[src/rtl/storage_arbiter_if.sv]
// rtl/storage_arbiter_if.sv - requester and storage-controller signal bundle for storage_arbiter
interface storage_arbiter_if #(
   parameter int MEM_W = 32
);
   logic               if_req;
   logic               if_we;
   logic [31:0]        if_addr;
   logic [MEM_W-1:0]   if_wdata;
   logic [MEM_W/8-1:0] if_be;
   logic               if_gnt;
   logic               if_rvalid;
   logic               if_err;
   logic [MEM_W-1:0]   if_rdata;

   logic               dm_req;
   logic               dm_we;
   logic [31:0]        dm_addr;
   logic [MEM_W-1:0]   dm_wdata;
   logic [MEM_W/8-1:0] dm_be;
   logic               dm_gnt;
   logic               dm_rvalid;
   logic               dm_err;
   logic [MEM_W-1:0]   dm_rdata;

   logic               st_access;
   logic               st_we;
   logic [31:0]        st_addr;
   logic [MEM_W-1:0]   st_wdata;
   logic [MEM_W/8-1:0] st_be;
   logic [MEM_W-1:0]   st_rdata;
   logic               st_done;

   // Arbiter side
   modport slave (
      input  if_req, if_we, if_addr, if_wdata, if_be,
      output if_gnt, if_rvalid, if_err, if_rdata,
      input  dm_req, dm_we, dm_addr, dm_wdata, dm_be,
      output dm_gnt, dm_rvalid, dm_err, dm_rdata,
      output st_access, st_we, st_addr, st_wdata, st_be,
      input  st_rdata, st_done
   );

   // Requesters and storage controller side
   modport master (
      output if_req, if_we, if_addr, if_wdata, if_be,
      input  if_gnt, if_rvalid, if_err, if_rdata,
      output dm_req, dm_we, dm_addr, dm_wdata, dm_be,
      input  dm_gnt, dm_rvalid, dm_err, dm_rdata,
      input  st_access, st_we, st_addr, st_wdata, st_be,
      output st_rdata, st_done
   );
endinterface

[src/rtl/storage_arbiter.sv]
// rtl/storage_arbiter.sv - round-robin arbiter and sequencer sharing the storage path between fetch and data
module storage_arbiter #(
   parameter int MEM_W          = 32,
   parameter int TIMEOUT_CYCLES = 1024
) (
   input  logic             clk,
   input  logic             rst,
   input  logic             prog_mode,
   storage_arbiter_if.slave bus,
   output logic             busy,
   output logic             timeout_flag
);
   localparam int CNT_W = (TIMEOUT_CYCLES > 0) ? $clog2(TIMEOUT_CYCLES + 1) : 1;
   localparam logic [CNT_W-1:0] CNT_LAST = CNT_W'(TIMEOUT_CYCLES - 1);
   localparam bit TO_EN = (TIMEOUT_CYCLES != 0);

   typedef enum logic [1:0] {ST_IDLE, ST_ISSUE, ST_WAIT} state_t;

   state_t           state, state_nxt;
   logic             last_dm;   // last served requester, which is also the current owner
   logic [CNT_W-1:0] cnt;
   logic             win_dm;
   logic             grant;
   logic             done_hit;
   logic             to_hit;

   always_ff @(posedge clk) begin
      if (!rst) state <= ST_IDLE;
      else      state <= state_nxt;
   end

   // Responses and grants are gated by rst so nothing escapes during the reset cycle
   always_comb begin
      state_nxt      = state;
      grant          = 1'b0;
      done_hit       = 1'b0;
      to_hit         = 1'b0;
      win_dm         = bus.dm_req & (~bus.if_req | ~last_dm);
      bus.if_gnt     = 1'b0;
      bus.dm_gnt     = 1'b0;
      bus.if_rvalid  = 1'b0;
      bus.dm_rvalid  = 1'b0;
      bus.if_err     = 1'b0;
      bus.dm_err     = 1'b0;
      bus.if_rdata   = {MEM_W{1'b0}};
      bus.dm_rdata   = {MEM_W{1'b0}};
      bus.st_access  = 1'b0;
      case (state)
         ST_IDLE: begin
            if (rst && !prog_mode && (bus.if_req || bus.dm_req)) begin
               grant      = 1'b1;
               bus.if_gnt = ~win_dm;
               bus.dm_gnt = win_dm;
               state_nxt  = ST_ISSUE;
            end
         end
         ST_ISSUE: begin
            bus.st_access = rst;
            state_nxt     = ST_WAIT;
         end
         ST_WAIT: begin
            done_hit = rst & bus.st_done;
            to_hit   = rst & TO_EN & ~bus.st_done & (cnt == CNT_LAST);
            if (done_hit || to_hit) state_nxt = ST_IDLE;
            bus.if_rvalid = (done_hit | to_hit) & ~last_dm;
            bus.dm_rvalid = (done_hit | to_hit) & last_dm;
            bus.if_err    = to_hit & ~last_dm;
            bus.dm_err    = to_hit & last_dm;
            if (done_hit && !last_dm) bus.if_rdata = bus.st_rdata;
            if (done_hit && last_dm)  bus.dm_rdata = bus.st_rdata;
         end
         default: state_nxt = ST_IDLE;
      endcase
   end

   always_ff @(posedge clk) begin
      if (!rst) begin
         last_dm      <= 1'b0;
         cnt          <= '0;
         timeout_flag <= 1'b0;
         bus.st_we    <= 1'b0;
         bus.st_addr  <= '0;
         bus.st_wdata <= '0;
         bus.st_be    <= '0;
      end else begin
         if (grant) begin
            last_dm      <= win_dm;
            bus.st_we    <= win_dm ? bus.dm_we    : bus.if_we;
            bus.st_addr  <= win_dm ? bus.dm_addr  : bus.if_addr;
            bus.st_wdata <= win_dm ? bus.dm_wdata : bus.if_wdata;
            bus.st_be    <= win_dm ? bus.dm_be    : bus.if_be;
         end
         if (state == ST_ISSUE)     cnt <= '0;
         else if (state == ST_WAIT) cnt <= cnt + CNT_W'(1);
         if (to_hit) timeout_flag <= 1'b1;
      end
   end

   assign busy = (state != ST_IDLE);
endmodule

[src/flat_wrapper.sv]
// flat-port wrapper written by rule: the top's interface ports become plain ports
module storage_arbiter_flat 
#(
   parameter int MEM_W          = 32,
   parameter int TIMEOUT_CYCLES = 1024
)
  (clk, rst, prog_mode, busy, timeout_flag, bus_if_req, bus_if_we, bus_if_addr, bus_if_wdata, bus_if_be, bus_if_gnt, bus_if_rvalid, bus_if_err, bus_if_rdata, bus_dm_req, bus_dm_we, bus_dm_addr, bus_dm_wdata, bus_dm_be, bus_dm_gnt, bus_dm_rvalid, bus_dm_err, bus_dm_rdata, bus_st_access, bus_st_we, bus_st_addr, bus_st_wdata, bus_st_be, bus_st_rdata, bus_st_done);
  storage_arbiter_if #(.MEM_W(MEM_W)) bus_i ();
  input  logic clk;
  input  logic rst;
  input  logic prog_mode;
  output logic busy;
  output logic timeout_flag;
  input wire logic [$bits(bus_i.if_req)-1:0] bus_if_req;
  input wire logic [$bits(bus_i.if_we)-1:0] bus_if_we;
  input wire logic [$bits(bus_i.if_addr)-1:0] bus_if_addr;
  input wire logic [$bits(bus_i.if_wdata)-1:0] bus_if_wdata;
  input wire logic [$bits(bus_i.if_be)-1:0] bus_if_be;
  output wire logic [$bits(bus_i.if_gnt)-1:0] bus_if_gnt;
  output wire logic [$bits(bus_i.if_rvalid)-1:0] bus_if_rvalid;
  output wire logic [$bits(bus_i.if_err)-1:0] bus_if_err;
  output wire logic [$bits(bus_i.if_rdata)-1:0] bus_if_rdata;
  input wire logic [$bits(bus_i.dm_req)-1:0] bus_dm_req;
  input wire logic [$bits(bus_i.dm_we)-1:0] bus_dm_we;
  input wire logic [$bits(bus_i.dm_addr)-1:0] bus_dm_addr;
  input wire logic [$bits(bus_i.dm_wdata)-1:0] bus_dm_wdata;
  input wire logic [$bits(bus_i.dm_be)-1:0] bus_dm_be;
  output wire logic [$bits(bus_i.dm_gnt)-1:0] bus_dm_gnt;
  output wire logic [$bits(bus_i.dm_rvalid)-1:0] bus_dm_rvalid;
  output wire logic [$bits(bus_i.dm_err)-1:0] bus_dm_err;
  output wire logic [$bits(bus_i.dm_rdata)-1:0] bus_dm_rdata;
  output wire logic [$bits(bus_i.st_access)-1:0] bus_st_access;
  output wire logic [$bits(bus_i.st_we)-1:0] bus_st_we;
  output wire logic [$bits(bus_i.st_addr)-1:0] bus_st_addr;
  output wire logic [$bits(bus_i.st_wdata)-1:0] bus_st_wdata;
  output wire logic [$bits(bus_i.st_be)-1:0] bus_st_be;
  input wire logic [$bits(bus_i.st_rdata)-1:0] bus_st_rdata;
  input wire logic [$bits(bus_i.st_done)-1:0] bus_st_done;
  assign bus_i.if_req = bus_if_req;
  assign bus_i.if_we = bus_if_we;
  assign bus_i.if_addr = bus_if_addr;
  assign bus_i.if_wdata = bus_if_wdata;
  assign bus_i.if_be = bus_if_be;
  assign bus_if_gnt = bus_i.if_gnt;
  assign bus_if_rvalid = bus_i.if_rvalid;
  assign bus_if_err = bus_i.if_err;
  assign bus_if_rdata = bus_i.if_rdata;
  assign bus_i.dm_req = bus_dm_req;
  assign bus_i.dm_we = bus_dm_we;
  assign bus_i.dm_addr = bus_dm_addr;
  assign bus_i.dm_wdata = bus_dm_wdata;
  assign bus_i.dm_be = bus_dm_be;
  assign bus_dm_gnt = bus_i.dm_gnt;
  assign bus_dm_rvalid = bus_i.dm_rvalid;
  assign bus_dm_err = bus_i.dm_err;
  assign bus_dm_rdata = bus_i.dm_rdata;
  assign bus_st_access = bus_i.st_access;
  assign bus_st_we = bus_i.st_we;
  assign bus_st_addr = bus_i.st_addr;
  assign bus_st_wdata = bus_i.st_wdata;
  assign bus_st_be = bus_i.st_be;
  assign bus_i.st_rdata = bus_st_rdata;
  assign bus_i.st_done = bus_st_done;
  storage_arbiter #(.MEM_W(MEM_W), .TIMEOUT_CYCLES(TIMEOUT_CYCLES)) u_core (.clk(clk), .rst(rst), .prog_mode(prog_mode), .bus(bus_i), .busy(busy), .timeout_flag(timeout_flag));
endmodule
[config.mk]
export PLATFORM = sky130hd
export DESIGN_NAME = storage_arbiter_flat
export DESIGN_NICKNAME = d
export VERILOG_FILES = /design/src/rtl/storage_arbiter_if.sv /design/src/rtl/storage_arbiter.sv /design/src/flat_wrapper.sv
export SDC_FILE = /design/constraint.sdc
export NUM_CORES = 1
export LEC_CHECK = 0
export CORE_AREA = 2 2 124 126
export CTS_BUF_LIST = sky130_fd_sc_hd__clkbuf_4 sky130_fd_sc_hd__clkbuf_8
export CTS_CLUSTER_DIAMETER = 100
export DETAILED_ROUTE_END_ITERATION = 7
export DIE_AREA = 0 0 126 128
export PLACE_DENSITY = 0.74
export SKIP_CTS_REPAIR_TIMING = 1
export SYNTH_ARGS = -nofsm -noshare
export SYNTH_HDL_FRONTEND = slang
export SYNTH_SLANG_ARGS = --single-unit
[constraint.sdc]
create_clock -name clk -period 1.8 [get_ports clk]
set_input_delay 0.18 -clock clk [delete_from_list [all_inputs] [get_ports clk]]
set_output_delay 0.18 -clock clk [all_outputs]
set_load 0.02 [all_outputs]
==> results.yml, run 1 <==
run_status:
  outcome: "finished with violations"
  violations: "setup timing"
hold_path:
  min_to: "u_core.last_dm"
  hp-class: "input pin to flop"
  hp-start: "rst"
  hold_path_depth: 4
critical_path:
  start_kind: "flop"
  critPathRequiredTime_ns: 1.62
  rr_endpoint: "u_core.bus.st_addr[5]"
  rrSetupSlack_ns: 0
  critPathSlowestCell: "or4_4"
  ff2ff_path_depth: 5
  arrival_ns: 1.76
  worstPathMaxFanout: 3
  crit_family: "simple AND/OR/NAND/NOR gates"
  criticalPathCategory: "flop to output pin"
  cp_cell_sequence: "nand4_1, or4_4, nor2_4, buf_6"
  slowest_delay_ns: 0.63
  timing.rr.start: "u_core.state[0]"
  critPathCaptureType: "output pin"
  crit_buf_inv: 1
yosys:
  yosysTopAreaCell: "dfxtp_1"
  synth_ff_type: "dfxtp_1"
  ys_ff_latch: 84
  yosys-top-cells-area: "dfxtp_1 (35%), o211ai_2 (18%), o221ai_1 (13%)"
  syn_nets: 730
  synth_top_cells_by_count: "inv_1 (145), dfxtp_1 (84), o211ai_2 (69), o221ai_1 (69), and3_1 (64)"
  ys_seq_area_frac: 0.352
  netlist_area_sq_mm: 0.00477
  async_flop_share: 0
  synth.most_common_cell: "inv_1"
  avgSynthCellArea_sq_um: 8.63
  syn_inst: 553
  synth-edff-count: 0
  yosys.area.top_type_share: 0.352
  synth.distinct_cells: 32
  yosys_warnings: 0
timing:
  worst_pin_slew_ns: 0.757
  setup_viol: 52
  finalCriticalPeriod_ns: 1.94
  max_freq_ghz: 0.515
  fin_tns_setup_ns: -1.51
  fin_worst_skew_ns: 0.0107
  finalHoldViolCount: 0
  rsz0062_at_grt: "yes"
  final-max-slew-violation-count: 0
  holdWs_ns: 0.382
  setup_slack_ns: -0.142
  relSlewSlack: 0.495
  finalCritPeriodShare: 1.08
final_layout:
  fill_cells: 1226
  layout.nets: 1072
  insertedDiodeCount: 0
  drive_gt1_frac: 0.337
  syn_to_final_growth_pct: 95.4
clock_network:
  path_clk_slew_ns: 0.09
  ctsLongestPathBuffers: 2
  cts_made_buffers: 9
  clk_latency_ns: 0.35
  htreeDepth: 3
  clock-sinks: 84
  cts_tree: "yes"
  cts_root_buffer: "clkbuf_8"
floorplan:
  initial_core_util: 0.321
  ios: 318
  dieWidth_um: 126
  core.rowCount: 45
  die_h_um: 128
  die_area_sq_mm: 0.0161
  core_area_sq_mm: 0.0149
global_routing:
  grt_pass1_vias: 5406
  overflow: 0
  grt_usage: 0.210
  grt_pass1_wl_mm: 27.7
  antenna_found_initial: 0
  grt_start_max_net_pins: 71
detailed_routing:
  drtAntennaViolNets: 0
  detail_route.wl_per_cell_um: 18.4
  drc_errors: 0
  via_count: 5517
  avgViaCountPerCell: 5.07
  drt-pass1-iter-count: 4
  drtIter0Drc: 262
  finalWirelength_mm: 20.0
power:
  ir_drop_mv: 0.408
  p_leak_uw: 0.00419
  finalPower_uw: 5120
  powerDensity_mw_per_mm2: 549
place:
  portBuffers: 317
  hpwl_mm: 12.6
  routabilityCongestion: 0.771
flow_run:
  max_cap_viol_count: 0
==> worst register-to-register path: cells and delay by family, from the launching register on <==
kind | cells | cell delay [ns]
AOI/OAI and AO/OA | 2 | 0.27
DFF | 1 | 0.34
buffers and inverters | 2 | 0.36
and+or+nand+nor | 1 | 0.67
==> stage by stage <==
step	util	area, sq um	instances	worst slack, ns
2_1_floorplan	-	4770	553	0.104
3_3_place_gp	0.562	8350	1050	-0.414
3_5_place_dp	0.562	8350	1050	-0.410
4_1_cts	0.576	8560	1066	-0.817
5_1_grt	0.627	9320	1088	-0.233
6_report	0.627	9320	1088	-0.142
==> cell type report <==
cell class,count,area [sq um],share of cell area
timing repair buffer,382,3890,0.417
multi-input combinational,273,2750,0.295
sequential,84,1690,0.182
inverter,145,544,0.0584
tap,188,235,0.0252
clock buffer,11,151,0.0162
clock inverter,5,60.1,0.00644
==> layout by cell type, fill, tap and decap left out, drive strengths merged, types with 2 or more instances in the layout <==
cell type and instances:
clkdlybuf4s50 244, inv 145, buf 110, dfxtp 84, o211ai 69, o221ai 69
and3 64, clkbuf 37, a21oi 10, nand2 9, nor2 7, or4 6
o31ai 5, nand2b 4, o21ai 4, nand3 4, nand4b 3, or3 3
clkinv 3, or4b 2, xnor2 2, dlymetal6s2s 2, nor3 2, nor4 2
==> worst max path at each step <==
stage,start,end,cells past startpoint
4_1_cts,u_core.cnt[0],bus_dm_err,5
5_1_grt,u_core.cnt[8],bus_dm_rvalid,5
2_1_floorplan,u_core.cnt[0],bus_dm_err,4
6_report,u_core.cnt[8],bus_dm_err,4
3_5_place_dp,bus_st_done,bus_dm_err,5
3_3_place_gp,bus_st_done,bus_dm_err,5
==> power by group <==
| part | total (uW) | switching [uW] | internal, uW |
|---|---|---|---|
| clock | 1450 | 729 | 721 |
| combinational | 1590 | 723 | 864 |
| sequential | 2080 | 90.0 | 1990 |
| total | 5120 | 1540 | 3580 |
==> layer usage <==
metal	GRT usage	share of wire	vias up
met4	0.0827	0.027	0
met3	0.0534	0.069	36
met2	0.382	0.51	236
met5	0	0	-
met1	0.236	0.40	2578
li1	-	-	2667
==> sequential cells by signal (all words and copies together) (netlist names) <==
| register | cells |
|---|---|
| u_core.bus.st_addr | 32 |
| u_core.bus.st_be | 4 |
| u_core.bus.st_wdata | 32 |
| u_core.bus.st_we | 1 |
| u_core.cnt | 11 |
| u_core.last_dm | 1 |
| u_core.state | 2 |
| u_core.timeout_flag | 1 |
==> cells by family (layout without fill, tap and decap cells) <==
family	count (synthesis)	count (layout)	share of synthesized area
buf+inv	197	543	0.167
flops	84	84	0.352
compound gates	159	159	0.334
xor+xnor	2	2	0.00367
fa+ha+maj	1	1	0.00262
simple gates	110	111	0.140
Power figures use the tool's default switching activity.
==> inputs of run 2 (changes only) <==
Settings changed: HOLD_SLACK_MARGIN set to 0.05.
==> results of run 2 <==
The final DEF is identical to that of run 1; final timing and power are the same.
==> inputs of run 3 (changes only) <==
Settings changed: CELL_PAD_IN_SITES_DETAIL_PLACEMENT set to 0, CELL_PAD_IN_SITES_GLOBAL_PLACEMENT set to 1, CORE_AREA 2 2 124 126 to not set, CORE_UTILIZATION set to 25, DIE_AREA 0 0 126 128 to not set, PLACE_DENSITY 0.74 to not set, PLACE_DENSITY_LB_ADDON set to 0.1, SETUP_SLACK_MARGIN set to 0.15.
==> run 3 against run 2 <==
Effect of this change:
- the flow still finishes with violations (setup timing)
- sequential share of layout area down 0.71 points
- sequential power about the same
- total power up 1.6%
- register-to-register slack worse by 0.03 ns
- fmax down 1.8%
- clock skew up 0.013 ns
- clock-buffer cell count down 1
- flip-flop and latch count unchanged
- utilization down 11 points
- worst setup slack worse by 0.035 ns
- clock power about the same
- worst hold slack worse by 0.13 ns
- largest power group unchanged
==> results.yml, run 3 (synthesized netlist as in run 1, its figures left out) <==
timing:
  finalHoldViolCount: 0
  finalCriticalPeriod_ns: 1.98
  relSlewSlack: 0.567
  holdWs_ns: 0.254
  fin_worst_skew_ns: 0.0240
  rsz0062_at_grt: "yes"
  final-max-slew-violation-count: 0
  setup_viol: 72
  max_freq_ghz: 0.506
  setup_slack_ns: -0.177
  finalCritPeriodShare: 1.10
  worst_pin_slew_ns: 0.650
global_routing:
  antenna_found_initial: 0
  grt_start_max_net_pins: 71
  grt_pass1_vias: 5468
  grt_pass1_wl_mm: 29.1
  overflow: 0
  grt_usage: 0.187
critical_path:
  worstPathMaxFanout: 4
  timing.rr.start: "u_core.state[0]"
  path_depth: 4
  rrSetupSlack_ns: -0.03
  ff2ff_path_depth: 6
  criticalPathCategory: "flop to output pin"
  critPathRequiredTime_ns: 1.62
  arrival_ns: 1.80
  rr_endpoint: "u_core.bus.st_addr[21]"
  cp_cell_sequence: "nand4b_1, or4_4, nor2_2, buf_4"
  crit_end: "bus_if_err"
  slowest_delay_ns: 0.56
  crit_family: "simple AND/OR/NAND/NOR gates"
  start_kind: "flop"
  crit_buf_inv: 1
  critPathSlowestCell: "or4_4"
  critPathLaunch: "u_core.cnt[2]"
  critPathCaptureType: "output pin"
run_status:
  outcome: "finished with violations"
  violations: "setup timing"
clock_network:
  cts_tree: "yes"
  path_clk_slew_ns: 0.10
  cts_made_buffers: 9
  cts_root_buffer: "clkbuf_8"
  clock-sinks: 84
  ctsLongestPathBuffers: 2
  htreeDepth: 3
  clk_latency_ns: 0.38
final_layout:
  fill_cells: 1718
  layout.nets: 1083
  reg.largest.list: "u_core.bus.st_addr x32, u_core.bus.st_wdata x32, u_core.cnt x11"
  multiInputGateArea_sq_mm: 0.00283
  drive_gt1_frac: 0.362
  syn_to_final_growth_pct: 104
  final_cell_mix: "clkdlybuf4s50_1 (244), inv_1 (143), dfxtp_1 (76)"
  fin_cells: 1144
  insertedDiodeCount: 0
  seqCellArea_sq_mm: 0.00169
  layout_commonest_cell: "clkdlybuf4s50_1"
floorplan:
  ios: 318
  core.rowCount: 50
  dieWidth_um: 140
  die_area_sq_mm: 0.0196
  core_area_sq_mm: 0.0187
  die_h_um: 140
  initial_core_util: 0.255
detailed_routing:
  via_count: 5589
  drtIter0Drc: 146
  finalWirelength_mm: 21.6
  drc_errors: 0
  detail_route.wl_per_cell_um: 18.9
  drt-pass1-iter-count: 4
  drtAntennaViolNets: 0
  avgViaCountPerCell: 4.89
power:
  ir_drop_mv: 0.297
  powerDensity_mw_per_mm2: 536
  p_leak_uw: 0.00428
place:
  portBuffers: 317
  routabilityCongestion: 0.818
  dp_cells: 1090
  hpwl_mm: 13.3
flow_run:
  max_cap_viol_count: 0
hold_path:
  hp-class: "input pin to flop"
[run 3: cell count changes in the layout (fill, tap and decap cells not counted), sizes merged]
cell / change
buf: +26
clkbuf: -16
clkinv: -1
dlymetal6s2s: -1
inv: +1
or4b: +1
[run 3: worst min-delay path by stage]
stage                                   start                      end  slack [ns]  cells after the start
after floorplan              bus_if_wdata[10]  u_core.bus.st_wdata[10]        0.35                      2
after global placement    u_core.timeout_flag      u_core.timeout_flag        0.44                      2
after detailed placement  u_core.timeout_flag      u_core.timeout_flag        0.44                      2
after CTS                                 rst          u_core.state[1]        0.19                      3
after global routing                      rst          u_core.state[1]        0.25                      3
final                                     rst          u_core.state[1]        0.25                      3
[run 3: through the flow]
stage	setup slack, ns	power (uW)	setup TNS (ns)	utilization	cell area, sq um
final	-0.177	5200	-6.99	0.519	9710
after global routing	-0.241	5430	-13.37	0.519	9710
after CTS	-0.781	4980	-40.67	0.458	8570
after detailed placement	-0.387	3520	-39.35	0.448	8380
after global placement	-0.356	3510	-35.48	0.448	8380
after floorplan	0.104	2700	0	-	4770
[run 3: worst register-to-register path, stage by stage (launching register included)]
cell and delay [ns]:
dfxtp_2 0.34, buf_8 0.14, buf_6 0.11, or4b_4 0.61
clkbuf_16 0.22, o211ai_2 0.16, o221ai_2 0.11
[run 3: per-layer routing]
layer | GRT usage | up-vias | share of wire
met4 | 0.0671 | 0 | 0.018
li1 | - | 2692 | -
met1 | 0.218 | 2685 | 0.42
met5 | 0 | - | 0
met2 | 0.329 | 184 | 0.51
met3 | 0.0496 | 28 | 0.050
[run 3: layout make-up]
class                           instances  area share
Clock buffer                           10      0.0142
Multi-Input combinational cell        274       0.291
Clock inverter                          5     0.00618
Inverter                              145      0.0560
Tap cell                              234      0.0301
Timing Repair Buffer                  392       0.428
Sequential cell                        84       0.174
[run 3: report_power, final]
part           total [uW]  switching, uW  internal (uW)
combinational        1660            745            911
sequential           2080           92.4           1990
clock                1460            782            678
